===== config.mk =====
export PLATFORM = sky130hd
export DESIGN_NAME = systolic_sequencer_flat
export DESIGN_NICKNAME = d
export VERILOG_FILES = /design/src/rtl/systolic_sequencer_if.sv /design/src/rtl/systolic_sequencer.sv /design/src/flat_wrapper.sv
export SDC_FILE = /design/constraint.sdc
export NUM_CORES = 1
export LEC_CHECK = 0
export BUFFER_PORTS_ARGS = -buffer_cell sky130_fd_sc_hd__buf_2
export CAP_MARGIN = 20
export CORE_ASPECT_RATIO = 1.75
export CORE_MARGIN = 8
export CORE_UTILIZATION = 34
export DETAILED_ROUTE_END_ITERATION = 10
export MAX_ROUTING_LAYER = met4
export PLACE_DENSITY = 0.68
export SETUP_SLACK_MARGIN = 0.02
export SLEW_MARGIN = 20
export SYNTH_ARGS = -nofsm -noshare
export SYNTH_HDL_FRONTEND = slang
export SYNTH_SLANG_ARGS = --single-unit
export TNS_END_PERCENT = 50

===== constraint.sdc =====
create_clock -name clk -period 3.8 [get_ports clk]
set_input_delay 0.38 -clock clk [delete_from_list [all_inputs] [get_ports clk]]
set_output_delay 0.38 -clock clk [all_outputs]
set_load 0.01 [all_outputs]

===== src/rtl/systolic_sequencer_if.sv =====
// Bus bundle between the systolic sequencer and its surroundings:
// instruction handshake, weight-load strobe, unified-buffer read/write
// ports, array left-edge feed, result matrix input and status.
// master = sequencer side, slave = environment side.
interface systolic_sequencer_if #(
    parameter int N      = 2,
    parameter int DATA_W = 16,
    parameter int ACC_W  = 32,
    parameter int MEM_AW = 6
);
    logic [15:0]             instruction;
    logic                    instr_valid;
    logic                    instr_ready;
    logic                    weight_load;
    logic [MEM_AW-1:0]       weight_addr;
    logic                    mem_rd_en;
    logic [MEM_AW-1:0]       mem_rd_addr;
    logic [ACC_W-1:0]        mem_rd_data;
    logic [N*DATA_W-1:0]     a_out;
    logic                    a_valid;
    logic [N*N*ACC_W-1:0]    acc_in;
    logic                    mem_wr_en;
    logic [MEM_AW-1:0]       mem_wr_addr;
    logic [ACC_W-1:0]        mem_wr_data;
    logic                    busy;
    logic                    done;

    modport master (
        input  instruction, instr_valid, mem_rd_data, acc_in,
        output instr_ready, weight_load, weight_addr, mem_rd_en, mem_rd_addr,
               a_out, a_valid, mem_wr_en, mem_wr_addr, mem_wr_data, busy, done
    );

    modport slave (
        output instruction, instr_valid, mem_rd_data, acc_in,
        input  instr_ready, weight_load, weight_addr, mem_rd_en, mem_rd_addr,
               a_out, a_valid, mem_wr_en, mem_wr_addr, mem_wr_data, busy, done
    );
endinterface


===== src/rtl/systolic_sequencer.sv =====
// Instruction-driven controller for an N x N systolic array and its unified
// buffer. Decodes 16-bit instructions (3-bit opcode, 13-bit operand), latches
// input/output base addresses, strobes the weight loader, and on COMPUTE runs
// FETCH -> FEED (diagonally skewed) -> DRAIN -> WRITE -> DONE.
// Optional build macro ACC_RELU_EN: clamp negative result words to zero on write.
// Module parameters must match the ones the interface instance was built with.
module systolic_sequencer #(
    parameter int N            = 2,
    parameter int DATA_W       = 16,
    parameter int ACC_W        = 32,
    parameter int MEM_AW       = 6,
    parameter int DRAIN_CYCLES = 4
) (
    input  logic                 clk,
    input  logic                 reset,
    systolic_sequencer_if.master bus
);
    localparam int NN    = N * N;
    localparam int CNT_W = 8;
    localparam int IDX_W = (NN > 1) ? $clog2(NN) : 1;

    localparam logic [CNT_W-1:0]  FETCH_LAST = CNT_W'(NN);
    localparam logic [CNT_W-1:0]  FEED_LAST  = CNT_W'(2 * N - 2);
    localparam logic [CNT_W-1:0]  DRAIN_LAST = CNT_W'(DRAIN_CYCLES - 1);
    localparam logic [CNT_W-1:0]  WRITE_LAST = CNT_W'(NN - 1);
    localparam logic [CNT_W-1:0]  CNT_ONE    = CNT_W'(1);
    localparam logic [MEM_AW-1:0] ADDR_ONE   = MEM_AW'(1);

    localparam logic [2:0] OP_LOAD_ADDR   = 3'b001;
    localparam logic [2:0] OP_LOAD_WEIGHT = 3'b010;
    localparam logic [2:0] OP_SET_OUT     = 3'b011;
    localparam logic [2:0] OP_COMPUTE     = 3'b100;

    typedef enum logic [2:0] {IDLE, FETCH, FEED, DRAIN, WRITE, DONE} state_t;

    state_t                    state;
    logic [CNT_W-1:0]          cnt;
    logic [MEM_AW-1:0]         in_base;
    logic [MEM_AW-1:0]         out_base;
    logic                      rd_vld_p1;
    logic [IDX_W-1:0]          rd_idx_p1;
    logic signed [DATA_W-1:0]  a_buf    [NN];
    logic signed [ACC_W-1:0]   acc_snap [NN];

    logic [2:0]        opcode;
    logic [MEM_AW-1:0] operand_addr;
    logic              accept;
    logic              unused_bits;

    assign opcode       = bus.instruction[15:13];
    assign operand_addr = bus.instruction[MEM_AW-1:0];
    assign accept       = bus.instr_valid && (state == IDLE);
    assign unused_bits  = ^{bus.instruction[12:MEM_AW], bus.mem_rd_data[ACC_W-1:DATA_W]};

    assign bus.instr_ready = (state == IDLE);
    assign bus.busy        = (state != IDLE);

    // Left-edge vector for skew step t: row i sees A[i][t-i], zero outside the diagonal band.
    function automatic logic [N*DATA_W-1:0] feed_vec(input int t);
        logic [N*DATA_W-1:0] v;
        v = '0;
        for (int i = 0; i < N; i++) begin
            if ((t - i >= 0) && (t - i < N)) begin
                v[i*DATA_W +: DATA_W] = a_buf[IDX_W'(i * N + t - i)];
            end
        end
        return v;
    endfunction

    // Result word shaping on the way back to the unified buffer.
    function automatic logic [ACC_W-1:0] wr_word(input logic signed [ACC_W-1:0] w);
`ifdef ACC_RELU_EN
        return (w < 0) ? '0 : w;
`else
        return w;
`endif
    endfunction

    // Sequencer FSM: state, counters, base registers and all registered outputs.
    always_ff @(posedge clk or negedge reset) begin
        if (!reset) begin
            state           <= IDLE;
            cnt             <= '0;
            in_base         <= '0;
            out_base        <= '0;
            rd_vld_p1       <= 1'b0;
            rd_idx_p1       <= '0;
            bus.weight_load <= 1'b0;
            bus.weight_addr <= '0;
            bus.mem_rd_en   <= 1'b0;
            bus.mem_rd_addr <= '0;
            bus.a_out       <= '0;
            bus.a_valid     <= 1'b0;
            bus.mem_wr_en   <= 1'b0;
            bus.mem_wr_addr <= '0;
            bus.mem_wr_data <= '0;
            bus.done        <= 1'b0;
        end else begin
            bus.weight_load <= 1'b0;
            bus.done        <= 1'b0;
            // read issue -> read return (p1)
            rd_vld_p1       <= bus.mem_rd_en;
            rd_idx_p1       <= IDX_W'(cnt);
            case (state)
                IDLE: begin
                    if (accept) begin
                        case (opcode)
                            OP_LOAD_ADDR: in_base <= operand_addr;
                            OP_LOAD_WEIGHT: begin
                                bus.weight_load <= 1'b1;
                                bus.weight_addr <= in_base;
                            end
                            OP_SET_OUT: out_base <= operand_addr;
                            OP_COMPUTE: begin
                                state           <= FETCH;
                                cnt             <= '0;
                                bus.mem_rd_en   <= 1'b1;
                                bus.mem_rd_addr <= in_base;
                            end
                            default: ;
                        endcase
                    end
                end
                FETCH: begin
                    if (cnt == FETCH_LAST) begin
                        state       <= FEED;
                        cnt         <= '0;
                        bus.a_out   <= feed_vec(0);
                        bus.a_valid <= 1'b1;
                    end else begin
                        cnt             <= cnt + CNT_ONE;
                        bus.mem_rd_en   <= (cnt < WRITE_LAST);
                        bus.mem_rd_addr <= bus.mem_rd_addr + ADDR_ONE;
                    end
                end
                FEED: begin
                    if (cnt == FEED_LAST) begin
                        state     <= DRAIN;
                        cnt       <= '0;
                        bus.a_out <= '0;
                    end else begin
                        cnt       <= cnt + CNT_ONE;
                        bus.a_out <= feed_vec(int'(cnt) + 1);
                    end
                end
                DRAIN: begin
                    if (cnt == DRAIN_LAST) begin
                        state           <= WRITE;
                        cnt             <= '0;
                        bus.a_valid     <= 1'b0;
                        bus.mem_wr_en   <= 1'b1;
                        bus.mem_wr_addr <= out_base;
                        bus.mem_wr_data <= wr_word(bus.acc_in[0 +: ACC_W]);
                    end else begin
                        cnt <= cnt + CNT_ONE;
                    end
                end
                WRITE: begin
                    if (cnt == WRITE_LAST) begin
                        state         <= DONE;
                        cnt           <= '0;
                        bus.mem_wr_en <= 1'b0;
                        bus.done      <= 1'b1;
                    end else begin
                        cnt             <= cnt + CNT_ONE;
                        bus.mem_wr_addr <= bus.mem_wr_addr + ADDR_ONE;
                        bus.mem_wr_data <= wr_word(acc_snap[IDX_W'(cnt + CNT_ONE)]);
                    end
                end
                DONE: state <= IDLE;
                default: state <= IDLE;
            endcase
        end
    end

    // Data holding registers (activation tile and result snapshot); no reset needed.
    always_ff @(posedge clk) begin
        if (rd_vld_p1) begin
            a_buf[rd_idx_p1] <= bus.mem_rd_data[DATA_W-1:0];
        end
        if ((state == DRAIN) && (cnt == DRAIN_LAST)) begin
            for (int k = 0; k < NN; k++) begin
                acc_snap[IDX_W'(k)] <= bus.acc_in[k*ACC_W +: ACC_W];
            end
        end
    end
endmodule


===== src/flat_wrapper.sv =====
// flat-port wrapper written by rule: the top's interface ports become plain ports
module systolic_sequencer_flat 
#(
    parameter int N            = 2,
    parameter int DATA_W       = 16,
    parameter int ACC_W        = 32,
    parameter int MEM_AW       = 6,
    parameter int DRAIN_CYCLES = 4
)
  (clk, reset, bus_instruction, bus_instr_valid, bus_mem_rd_data, bus_acc_in, bus_instr_ready, bus_weight_load, bus_weight_addr, bus_mem_rd_en, bus_mem_rd_addr, bus_a_out, bus_a_valid, bus_mem_wr_en, bus_mem_wr_addr, bus_mem_wr_data, bus_busy, bus_done);
  systolic_sequencer_if #(.N(N), .DATA_W(DATA_W), .ACC_W(ACC_W), .MEM_AW(MEM_AW)) bus_i ();
  input  logic clk;
  input  logic reset;
  input wire logic [$bits(bus_i.instruction)-1:0] bus_instruction;
  input wire logic [$bits(bus_i.instr_valid)-1:0] bus_instr_valid;
  input wire logic [$bits(bus_i.mem_rd_data)-1:0] bus_mem_rd_data;
  input wire logic [$bits(bus_i.acc_in)-1:0] bus_acc_in;
  output wire logic [$bits(bus_i.instr_ready)-1:0] bus_instr_ready;
  output wire logic [$bits(bus_i.weight_load)-1:0] bus_weight_load;
  output wire logic [$bits(bus_i.weight_addr)-1:0] bus_weight_addr;
  output wire logic [$bits(bus_i.mem_rd_en)-1:0] bus_mem_rd_en;
  output wire logic [$bits(bus_i.mem_rd_addr)-1:0] bus_mem_rd_addr;
  output wire logic [$bits(bus_i.a_out)-1:0] bus_a_out;
  output wire logic [$bits(bus_i.a_valid)-1:0] bus_a_valid;
  output wire logic [$bits(bus_i.mem_wr_en)-1:0] bus_mem_wr_en;
  output wire logic [$bits(bus_i.mem_wr_addr)-1:0] bus_mem_wr_addr;
  output wire logic [$bits(bus_i.mem_wr_data)-1:0] bus_mem_wr_data;
  output wire logic [$bits(bus_i.busy)-1:0] bus_busy;
  output wire logic [$bits(bus_i.done)-1:0] bus_done;
  assign bus_i.instruction = bus_instruction;
  assign bus_i.instr_valid = bus_instr_valid;
  assign bus_i.mem_rd_data = bus_mem_rd_data;
  assign bus_i.acc_in = bus_acc_in;
  assign bus_instr_ready = bus_i.instr_ready;
  assign bus_weight_load = bus_i.weight_load;
  assign bus_weight_addr = bus_i.weight_addr;
  assign bus_mem_rd_en = bus_i.mem_rd_en;
  assign bus_mem_rd_addr = bus_i.mem_rd_addr;
  assign bus_a_out = bus_i.a_out;
  assign bus_a_valid = bus_i.a_valid;
  assign bus_mem_wr_en = bus_i.mem_wr_en;
  assign bus_mem_wr_addr = bus_i.mem_wr_addr;
  assign bus_mem_wr_data = bus_i.mem_wr_data;
  assign bus_busy = bus_i.busy;
  assign bus_done = bus_i.done;
  systolic_sequencer #(.N(N), .DATA_W(DATA_W), .ACC_W(ACC_W), .MEM_AW(MEM_AW), .DRAIN_CYCLES(DRAIN_CYCLES)) u_core (.clk(clk), .reset(reset), .bus(bus_i));
endmodule

==> impl_results.rst <==
.. list-table::
   :header-rows: 1

   * - Metric
     - Value
   * - Placed Instance Area
     - 0.01452 mm²
   * - Final setup vio count
     - 0
   * - Detail Route Antenna Nets
     - 0
   * - P per Cell Area
     - approximately 730 mW/mm²
   * - Max-cap viol count
     - 0
   * - Count of buffers added by post-CTS timing repair for setup
     - 0
   * - Post-synthesis instance total
     - around 800
   * - Die ar.
     - between 0.04 and 0.05 mm²
   * - Initial standard-cell utilization of the core
     - about a third
   * - Largest fanout on the critical path
     - 34
   * - Nets
     - ~1,400
   * - Via count of the routed design
     - around 8,600
   * - Number of antenna violations at the first check in global routing
     - 3
   * - Fraction of the mapped netlist area in compound gates
     - between 6 and 7%
   * - Number of cell rows
     - 93
   * - Number of buffer cells added on primary ports
     - ~240
   * - Avg WL per Cell
     - between 20 and 25 µm
   * - Estimated wirelength of the detail-placed design
     - between 20,000 and 25,000 µm
   * - Dominant cells by area after synthesis
     - sky130_fd_sc_hd__edfxtp_1, sky130_fd_sc_hd__dfrtp_1, sky130_fd_sc_hd__mux4_2, sky130_fd_sc_hd__mux2i_1, sky130_fd_sc_hd__nand2_1
   * - Netlist area before placement
     - roughly 0.013 mm²
   * - Net count of the mapped netlist
     - 1,004
   * - Critical path start-end classification
     - reg2reg
   * - Core area
     - about 0.037 mm²
   * - Tcrit/Tclk final
     - between 70% and 80%
   * - Proportion of synthesized chip area in sequential cells
     - 68.06%
   * - Routed wire length
     - between 30,000 and 40,000 µm
   * - GRT Util Overall
     - 16.04%
   * - Final weighted congestion in routability-driven placement
     - 0.8314
   * - Clock tree from TritonCTS
     - done
   * - Hold violation count in the final report
     - 0
   * - Required time at the endpoint of the critical path
     - 4.25 ns
   * - Count of buffering cells on the critical path with inverters included
     - 2
   * - Total power after layout
     - around 12 mW
   * - Clock latency reported for the late side of the worst-skew pair
     - approximately 0.57 ns
   * - Adder-cell share of the synthesized area
     - less than 1%
   * - Seq cells post-synth
     - roughly 310
   * - Post-synthesis async set-or-reset flop share
     - a little under two fifths
   * - Post-route insts no fill
     - 1,711
   * - Crit-path max cell delay
     - around 0.65 ns
   * - Arrival time of the worst setup path
     - roughly 3.2 ns
   * - Cell type group with the largest total delay on the critical path
     - buffers and inverters
   * - Cell chain of the critical path
     - inv_1 > ha_4 > buf_4 > mux4_2 > mux2i_1 > o21ai_0
   * - Critical Path Start Type
     - flip-flop
   * - Root Driver
     - sky130_fd_sc_hd__clkbuf_16
   * - Final count of pins violating max slew
     - 0
   * - Normalized max-slew margin
     - about two fifths
   * - DRC marker count from the first detailed-route iteration
     - 440
   * - Mux share of post-synthesis cell area
     - 15.80%
   * - Clock Sink Count
     - 305
   * - Aggregate negative setup slack
     - 0 ns
   * - Horiz. Die Dim
     - around 160 µm
   * - Standby leakage power
     - 6.649 nW
   * - Count of TritonRoute iterations in the first routing pass
     - 6
   * - Hold/Removal Path Class
     - in2reg
   * - Gr ovfl total
     - 0
   * - Vias in the first global route
     - 9,624
   * - XOR/XNOR Fraction of Synth Area
     - less than 1%
   * - Number of remaining DRC errors
     - 0
   * - Run status
     - complete, no violations
   * - Minimum period implied by the final worst setup slack
     - 2.729 ns
   * - Final cell area excluding filler cells
     - 0.01685 mm²
   * - Number of placed instances, taps included
     - between 1,500 and 2,000
   * - Fraction of layout instances using a drive strength above 1
     - between 30% and 40%
   * - Biggest area consumer among synthesized cells
     - sky130_fd_sc_hd__edfxtp_1
   * - YS warnings
     - 0
   * - Largest net degree at the start of global routing
     - 64
   * - Area added between synthesis and finish
     - 33.50%
   * - Vias per std cell
     - between 5 and 6
   * - Cts repair resizes
     - 0
   * - Fmax
     - between 0.3 and 0.4 GHz
   * - Largest family of logic cells by synthesized area
     - multiplexers
   * - Height of the chip
     - roughly 270 µm
   * - Simple logic cell fraction of the synthesized area
     - ~6.9%
   * - Area share of the largest cell type after synthesis
     - 45.66%
   * - CP Capture Type
     - flip-flop
   * - Setup clock skew after layout
     - approximately 0.018 ns
   * - First-pass GRT wire length
     - roughly 54,000 µm
   * - Primary flip-flop cell chosen by synthesis mapping
     - sky130_fd_sc_hd__edfxtp_1
   * - Post-CTS Hold Buffers
     - between 100 and 150
   * - Number of enable flip-flop cells after synthesis
     - between 150 and 200
   * - Post-synthesis area per instance
     - 15.42 µm²
   * - I/O Pins
     - 268
   * - Maximum number of buffers from clock root to sink
     - 3
   * - Clock transition at path regs
     - 0.07 ns
   * - Master of the slowest instance on the critical path
     - sky130_fd_sc_hd__ha_4
   * - Level count of the clock H-tree
     - 1
   * - Number of clock buffers inserted by TritonCTS
     - 29
   * - Distinct cell type count after synthesis
     - between 50 and 60
   * - Highest ir drop seen on vdd
     - between 0.4 and 0.5 mV
   * - Slew at the pin closest to its max-slew limit
     - a little under 0.9 ns
   * - Setup repair after global routing missed its margin
     - no
==> layer usage <==
layer	vias to the layer above	track usage (%)	part of all wire, %
met4	0	8.611	4.6
met3	93	2.707	5.1
met5	-	-	0
met1	4272	16.03	35
li1	3910	-	-
met2	293	29.14	55
==> registers in the layout, summed over array words and instances (netlist names) <==
| signal | count |
|---|---|
| u_core.bus.a_valid | 1 |
| u_core.bus.weight_load | 1 |
| u_core.state | 3 |
| u_core.rd_vld_p1 | 1 |
| u_core.in_base | 6 |
| u_core.bus.mem_wr_addr | 6 |
| u_core.bus.weight_addr | 6 |
| u_core.acc_snap | 128 |
| u_core.bus.mem_rd_en | 1 |
| u_core.out_base | 6 |
| u_core.a_buf | 64 |
| u_core.bus.a_out | 32 |
| u_core.cnt | 8 |
| u_core.bus.mem_wr_en | 1 |
| u_core.bus.done | 1 |
| u_core.bus.mem_wr_data | 32 |
| u_core.bus.mem_rd_addr | 6 |
| u_core.rd_idx_p1 | 2 |
==> logic make-up (layout without fill, tap and decap cells) <==
logic type | count (synthesis) | count (layout)
and+or+nand+nor | 177 | 177
buffers and inverters | 70 | 483
xor gates and xnor gates | 2 | 2
other | 0 | 4
DFF | 305 | 305
AOI/OAI and AO/OA | 142 | 142
adders and majority gates | 6 | 6
muxes | 117 | 117
==> power breakdown <==
group | switching [mW] | leakage [nW] | internal, mW
Clock | 1.28 | 0.470 | 1.65
Sequential | 0.531 | 3.10 | 4.40
Combinational | 2.34 | 3.08 | 2.04
==> Yosys cell counts, drive strengths merged, types with 2 or more instances <==
library cell	count
nand2	74
clkbuf	19
nand3	12
a21boi	2
nor2	33
a21oi	32
xor2	2
o32ai	2
a31oi	4
buf	28
nand2b	3
ha	6
o22ai	2
nor3	3
or3	3
mux2i	35
nand3b	2
nor3b	4
and3	3
inv	23
or3b	4
o21ai	88
o21a	2
and2	6
edfxtp	192
mux2	18
mux4	64
nand4	19
nor4	4
dfrtp	113
o22a	2
==> per-stage QoR <==
stage	utilization (%)	hold slack, ns	setup slack [ns]
after floorplan	-	0.08441	0.4115
after global placement	39.50	0.3907	1.145
after detailed placement	39.50	0.4050	1.090
after CTS	45.81	0.001450	1.090
after global routing	45.84	0.008184	0.8929
final	45.84	0.02521	1.071
==> cell usage in the layout, fill, tap and decap left out, types with 4 or more instances in the layout <==
cell type                       count
sky130_fd_sc_hd__clkinv_1           6
sky130_fd_sc_hd__mux4_2            64
sky130_fd_sc_hd__and2_1             5
sky130_fd_sc_hd__clkbuf_16         29
sky130_fd_sc_hd__mux2i_1           35
sky130_fd_sc_hd__mux2_2            18
sky130_fd_sc_hd__nand3_1           12
sky130_fd_sc_hd__ha_1               5
sky130_fd_sc_hd__nand2_1           73
sky130_fd_sc_hd__o21ai_0           50
sky130_fd_sc_hd__buf_2            243
sky130_fd_sc_hd__a21oi_1           32
sky130_fd_sc_hd__o21ai_1           38
sky130_fd_sc_hd__edfxtp_1         192
sky130_fd_sc_hd__diode_2            4
sky130_fd_sc_hd__or3b_1             4
sky130_fd_sc_hd__nand4_1           19
sky130_fd_sc_hd__buf_4             22
sky130_fd_sc_hd__clkinv_2           5
sky130_fd_sc_hd__inv_1             22
sky130_fd_sc_hd__dfrtp_1          112
sky130_fd_sc_hd__dlygate4sd3_1    136
sky130_fd_sc_hd__a31oi_1            4
sky130_fd_sc_hd__buf_12             5
sky130_fd_sc_hd__nor2_1            33
==> path summary, 6_finish.rpt <==
| kind | start | depth (start not counted) | endpoint | slack [ns] |
|---|---|---|---|---|
| worst min-delay path | bus_acc_in[30] | 1 | u_core.acc_snap[0][30] | 0.03 |
| min in group asynchronous | reset | 2 | u_core.bus.a_out[16] | 0.48 |
| worst max register to register | u_core.cnt[0] | 6 | u_core.bus.mem_wr_data[31] | 1.07 |
| worst max-delay path | u_core.cnt[0] | 6 | u_core.bus.mem_wr_data[31] | 1.07 |
| max in group asynchronous | reset | 3 | u_core.bus.mem_wr_data[12] | 2.39 |
| worst min register to register | u_core.bus.mem_rd_en | 0 | u_core.rd_vld_p1 | 0.41 |
==> cell type report <==
| class | count | area (µm²) |
|---|---|---|
| Fill cell | 3246 | 19920 |
| Inverter | 23 | 90.09 |
| Timing Repair Buffer | 406 | 2843 |
| Clock inverter | 20 | 196.4 |
| Sequential cell | 305 | 8597 |
| Antenna cell | 4 | 10.01 |
| Multi-Input combinational cell | 444 | 3760 |
| Clock buffer | 34 | 764.5 |
| Tap cell | 475 | 594.3 |
Note: power is estimated with default switching activity, not from simulation.
